**config.mk**
```make
export PLATFORM = sky130hd
export DESIGN_NAME = lcd_ctrl_core
export DESIGN_NICKNAME = d
export VERILOG_FILES = /design/src/rtl/lcd_ctrl_pkg.sv /design/src/rtl/lcd_img_buf.sv /design/src/rtl/lcd_ctrl_core.sv
export SDC_FILE = /design/constraint.sdc
export NUM_CORES = 1
export LEC_CHECK = 0
export BUFFER_PORTS_ARGS = -buffer_cell sky130_fd_sc_hd__buf_2
export CAP_MARGIN = 20
export CELL_PAD_IN_SITES_DETAIL_PLACEMENT = 0
export CELL_PAD_IN_SITES_GLOBAL_PLACEMENT = 1
export CORE_ASPECT_RATIO = 1.1
export CORE_MARGIN = 3
export CORE_UTILIZATION = 35
export CTS_CLUSTER_SIZE = 28
export DETAILED_ROUTE_END_ITERATION = 16
export PLACE_DENSITY = 0.55
export SETUP_SLACK_MARGIN = 0.3
export SKIP_LAST_GASP = 1
export SYNTH_ARGS = -nofsm -noshare
export SYNTH_HDL_FRONTEND = slang
export SYNTH_SLANG_ARGS = --single-unit
```
**constraint.sdc**
```tcl
create_clock -name clk -period 8.1 [get_ports clk]
set_input_delay 1.62 -clock clk [delete_from_list [all_inputs] [get_ports clk]]
set_output_delay 1.62 -clock clk [all_outputs]
set_load 0.02 [all_outputs]
```
**src/rtl/lcd_ctrl_pkg.sv**
```systemverilog
// Shared constants, command codes and FSM states for the LCD controller.
package lcd_ctrl_pkg;

    localparam int IMG_W   = 6;
    localparam int WIN_W   = 3;
    localparam int DW      = 8;
    localparam int NPIX    = IMG_W * IMG_W;
    localparam int NWIN    = WIN_W * WIN_W;
    localparam int ORG_MAX = IMG_W - WIN_W;
    localparam int ORG_RST = 2;

    localparam logic [2:0] CMD_REFLASH  = 3'd0;
    localparam logic [2:0] CMD_LOAD     = 3'd1;
    localparam logic [2:0] CMD_SHIFT_R  = 3'd2;
    localparam logic [2:0] CMD_SHIFT_L  = 3'd3;
    localparam logic [2:0] CMD_SHIFT_UP = 3'd4;
    localparam logic [2:0] CMD_SHIFT_DN = 3'd5;

    typedef enum logic [1:0] {
        ST_IDLE = 2'd0,
        ST_LOAD = 2'd1,
        ST_OUT  = 2'd2
    } state_t;

    // Image index of the k-th window pixel (raster order, columns fastest).
    function automatic logic [5:0] win_idx(input logic [1:0] row, input logic [1:0] col,
                                           input logic [3:0] k);
        int r, c;
        r = int'(row) + int'(k) / WIN_W;
        c = int'(col) + int'(k) % WIN_W;
        return 6'(r * IMG_W + c);
    endfunction

endpackage

```
**src/rtl/lcd_img_buf.sv**
```systemverilog
// 36-entry pixel register file: one synchronous write port, one combinational read port.
module lcd_img_buf
    import lcd_ctrl_pkg::*;
(
    input  logic          clk,
    input  logic          reset,
    input  logic          we,
    input  logic [5:0]    waddr,
    input  logic [DW-1:0] wdata,
    input  logic [5:0]    raddr,
    output logic [DW-1:0] rdata
);

    logic [DW-1:0] mem [NPIX];

    // Pixel storage; reset clears the whole image so pre-LOAD windows read zero.
    always_ff @(posedge clk or negedge reset) begin
        if (!reset) begin
            for (int i = 0; i < NPIX; i++) mem[i] <= '0;
        end else if (we) begin
            mem[waddr] <= wdata;
        end
    end

    assign rdata = mem[raddr];

endmodule

```
**src/rtl/lcd_ctrl_core.sv**
```systemverilog
// LCD controller core: command FSM, window origin, load/output counters.
module lcd_ctrl_core
    import lcd_ctrl_pkg::*;
(
    input  logic          clk,
    input  logic          reset,
    input  logic [DW-1:0] datain,
    input  logic [2:0]    cmd,
    input  logic          cmd_valid,
    output logic [DW-1:0] dataout,
    output logic          output_valid,
    output logic          busy
);

    state_t        state, nxt;
    logic [5:0]    load_cnt;
    logic [3:0]    out_cnt;
    logic [1:0]    org_r, org_c;
    logic [DW-1:0] rd_data;
    logic          accept, load_done, out_done;

    // Busy covers the whole command, including the final output cycle after the FSM returns to IDLE.
    assign busy      = (state != ST_IDLE) || output_valid;
    assign accept    = cmd_valid && !busy;
    assign load_done = (state == ST_LOAD) && (load_cnt == 6'(NPIX - 1));
    assign out_done  = (state == ST_OUT)  && (out_cnt == 4'(NWIN - 1));

    lcd_img_buf u_buf (
        .clk   (clk),
        .reset (reset),
        .we    (state == ST_LOAD),
        .waddr (load_cnt),
        .wdata (datain),
        .raddr (win_idx(org_r, org_c, out_cnt)),
        .rdata (rd_data)
    );

    // State register.
    always_ff @(posedge clk or negedge reset) begin
        if (!reset) state <= ST_IDLE;
        else        state <= nxt;
    end

    // Next-state: LOAD streams 36 bytes, then OUT emits the 9 window pixels.
    always_comb begin
        nxt = state;
        case (state)
            ST_IDLE: if (accept) nxt = (cmd == CMD_LOAD) ? ST_LOAD : ST_OUT;
            ST_LOAD: if (load_done) nxt = ST_OUT;
            ST_OUT:  if (out_done) nxt = ST_IDLE;
            default: nxt = ST_IDLE;
        endcase
    end

    // Counters, origin and registered pixel output.
    always_ff @(posedge clk or negedge reset) begin
        if (!reset) begin
            load_cnt     <= '0;
            out_cnt      <= '0;
            org_r        <= 2'(ORG_RST);
            org_c        <= 2'(ORG_RST);
            dataout      <= '0;
            output_valid <= 1'b0;
        end else begin
            output_valid <= 1'b0;
            case (state)
                ST_IDLE: if (accept) begin
                    load_cnt <= '0;
                    out_cnt  <= '0;
                    case (cmd)
                        CMD_LOAD: begin
                            org_r <= 2'(ORG_RST);
                            org_c <= 2'(ORG_RST);
                        end
                        CMD_SHIFT_R:  if (org_c != 2'(ORG_MAX)) org_c <= org_c + 2'd1;
                        CMD_SHIFT_L:  if (org_c != 2'd0)        org_c <= org_c - 2'd1;
                        CMD_SHIFT_UP: if (org_r != 2'd0)        org_r <= org_r - 2'd1;
                        CMD_SHIFT_DN: if (org_r != 2'(ORG_MAX)) org_r <= org_r + 2'd1;
                        default: ;
                    endcase
                end
                ST_LOAD: begin
                    load_cnt <= load_cnt + 6'd1;
                    // Window at the reset origin never touches the last byte, so the
                    // first pixel can be emitted on the same edge that writes byte 36.
                    if (load_done) begin
                        output_valid <= 1'b1;
                        dataout      <= rd_data;
                        out_cnt      <= 4'd1;
                    end
                end
                ST_OUT: begin
                    output_valid <= 1'b1;
                    dataout      <= rd_data;
                    out_cnt      <= out_cnt + 4'd1;
                end
                default: ;
            endcase
        end
    end

endmodule

```
==> impl_metrics.py <==
metrics = {
    "outcome": {
        "status": "finished, final reports clean",
    },
    "hold_path": {
        "hold_end": "dataout[6]$_DFFE_PN0P_",
        "min_from": "dataout[6]$_DFFE_PN0P_",
        "hold_class": "register to register",
        "hold_depth": 2,
    },
    "worst_setup_path": {
        "cp-startpoint": "out_cnt[2]$_DFFE_PN0P_",
        "path_class": "register to register",
        "timing.rr.end": "dataout[4]$_DFFE_PN0P_",
        "cp-end-kind": "register",
        "reg2reg_setup_slack_ps": 1560,
        "r2r-start": "out_cnt[2]$_DFFE_PN0P_",
        "rr_worst_depth": 22,
        "start_kind": "register",
        "cp.required_ps": 8490,
        "worstPathArrival_ps": 6940,
        "cp_max_fo": 17,
    },
    "yosys": {
        "ys_top_cells_by_count": "dfrtp_1 (311), mux2_2 (260), mux4_2 (88), nand2_1 (60), clkbuf_1 (48)",
        "synth-edff-count": 0,
        "yosys.area.top_type": "dfrtp_1",
        "synth.most_common_cell": "dfrtp_1",
        "synth.area.top_cells": "dfrtp_1 (51%), mux2_2 (19%), mux4_2 (13%)",
        "syn_area_per_cell_um2": 14.67,
        "ys_seq_area_share_pct": 51.45,
        "ys_seq_elements": 313,
        "yosysTopAreaCellShare_pct": 51.11,
        "yosys_warnings": 0,
        "synth_async_sr_flop_share_pct": 100.0,
        "synth_cells": 1038,
        "ys.flop_type": "dfrtp_1",
        "syn_nets": 1081,
        "synthDistinctLibCells": 57,
        "netlist_area_mm2": 0.01523,
    },
    "job": {
        "cap_violations": 0,
    },
    "grt": {
        "overflow": 0,
        "grt_pass1_wl_um": 60580,
        "grt_pass1_vias": 9182,
        "grtUsageTotal_pct": 17.65,
        "grt_max_degree": 132,
        "antenna_found_initial": 0,
    },
    "clock_tree": {
        "cts_hold_buffers": 0,
        "insertion_delay_ps": 540,
        "htreeDepth": 2,
        "ctsResizeCount": 0,
        "clockRootBuffer": "clkbuf_16",
        "clkTransAtPathRegs_ps": 60,
        "cts_buffer_depth": 3,
        "cts_tree": "done",
        "cts.sinks": 313,
        "cts_buffers": 37,
        "post_cts_buffers": 0,
    },
    "floorplanning": {
        "core_mm2": 0.04260,
        "initial_core_util_pct": 35.75,
        "die_w_um": 204.9,
        "ios": 24,
        "die_area_mm2": 0.04605,
        "num_rows": 79,
        "fp.dieH_um": 224.8,
    },
    "routing": {
        "avgViaCountPerCell": 5.312,
        "num_vias": 8707,
        "drc": 0,
        "ant_nets": 0,
        "wl_per_cell_um": 24.13,
        "routed_wirelength_um": 39540,
        "drt-pass1-iter-count": 5,
        "dr.first_iter.drc_count": 483,
    },
    "placement": {
        "gp_congestion": 0.7763,
        "hpwlAfterDp_um": 25100,
        "place_ws_ps": 1550,
        "portBuffers": 23,
    },
    "timing": {
        "fmax_mhz": 152.8,
        "finalSetupViolCount": 0,
        "slew_headroom_pct": 22.15,
        "worst_slack_ps": 1557,
        "period_share_pct": 80.78,
        "setup_tns_ps": 0,
        "grt_setup_unrepaired": "false",
        "hold_viol_final": 0,
        "slew_violations": 0,
        "worstMarginPinSlew_ps": 1159,
        "finalClockSkew_ps": 10.72,
        "period_needed_ps": 6543,
    },
    "power_and_ir_drop": {
        "p_leak_nw": 7.548,
        "intPower_mw": 3.881,
        "p_total_mw": 5.873,
        "netSwitchingPower_mw": 1.991,
        "irDropWorstVdd_mv": 0.1893,
        "share_seq_of_total_power_pct": 30.5,
        "p_sw_share_pct": 33.91,
        "combPwrFrac_pct": 39.8,
        "power.density_mw_per_mm2": 341.6,
        "p_clk_share_pct": 29.7,
    },
    "cells_and_area": {
        "drive_above_1_share_pct": 41.79,
        "nets": 1089,
        "syn2layout_area_growth_pct": 12.88,
        "n_antenna_cell": 0,
        "n_fill_cell": 3929,
    },
}
-- layout by cell type, fill, tap and decap left out, drive strengths merged, types with 2 or more instances in the layout --
cell type,count
clkbuf,59
inv,23
o21ai,15
o22ai,2
nand2,60
ha,25
nand4b,3
mux2,297
or3,2
a31oi,5
fa,4
nor3,12
nor2,28
nor3b,6
mux4,88
bufinv,4
nor2b,5
dfstp,2
dfrtp,311
o221ai,5
o211ai,7
buf,32
a211oi,3
a21o,5
or3b,2
a22o,2
nand3,13
and2,3
o31ai,2
nand4,2
xnor2,5
a21oi,14
xor2,4
nand2b,6
mux2i,4
-- worst max-delay path, cell delays in order (launching register included) --
cell and delay [ps]:
dfrtp_1 550, inv_2 60, nor2_1 230, ha_1 260
nand2b_1 70, a41o_1 360, xnor2_2 210, ha_1 240
a311oi_1 400, nand2b_1 230, ha_1 250, inv_1 70
fa_1 410, inv_1 90, ha_1 230, ha_1 290
ha_1 280, ha_1 380, xor2_4 710, mux4_2 600
mux2_2 280, nand3_1 90, o211ai_1 100
-- worst max path at each step --
stage,depth (start not counted),endpoint
global route,25,dataout[4]$_DFFE_PN0P_
detailed placement,24,dataout[4]$_DFFE_PN0P_
floorplan,24,dataout[0]$_DFFE_PN0P_
global placement,24,dataout[4]$_DFFE_PN0P_
finish,22,dataout[4]$_DFFE_PN0P_
CTS,24,dataout[4]$_DFFE_PN0P_
-- cell type report --
cell class                 count  area [um2]  share of cell area [%]
clock inverter                 6       133.9                  0.7788
inverter                      22       82.58                  0.4804
timing repair buffer          32       237.7                   1.383
clock buffer                  59        1131                   6.580
tap                          567       709.4                   4.127
multi-input combinational    640        7061                   41.07
sequential                   313        7835                   45.58
-- power by group through the flow --
stage / sequential (mW) / combinational, mW / clock, mW
after CTS: 1.80 / 2.39 / 1.79
final: 1.79 / 2.34 / 1.74
after global placement: 1.82 / 2.38 / 0
after floorplan: 1.80 / 1.64 / 0
after detailed placement: 1.82 / 2.38 / 0
after global routing: 1.81 / 2.51 / 1.85
-- per-stage QoR --
step	util [%]	std cells	instance area (um2)	hold WS, ps
2_1_floorplan	-	1038	15230	458.7
4_1_cts	40.27	1637	17160	492.2
5_1_grt	40.35	1639	17190	498.3
6_report	40.35	1639	17190	487.0
3_3_place_gp	37.30	1572	15890	468.3
3_5_place_dp	37.30	1572	15890	478.6
-- registers in the layout, indices dropped and copies added (netlist names) --
signal and count:
output_valid 1, org_r 2, dataout 8, state 2
load_cnt 6, out_cnt 4, org_c 2, u_buf.mem 288
-- routing by layer --
layer  wire [um]  up-vias  global-route usage (%)  part of all wire (%)
met5           0        -                       0                     0
met4        1385        0                   6.681                   3.5
met3        1533       62                   3.401                   3.9
met2       18900      136                   28.67                    48
met1       17720     4644                   23.60                    45
li1            -     3865                       -                     -
-- logic make-up after synthesis --
logic type	share of synthesized area (%)
buffers and inverters	2.424
AND/OR/NAND/NOR	4.626
XOR/XNOR	0.8134
flip-flops	51.45
AO/OA/AOI/OAI	2.867
multiplexers	35.24
adder cells (fa/ha/maj)	2.580
No activity file was read; power rests on OpenSTA's default activity.
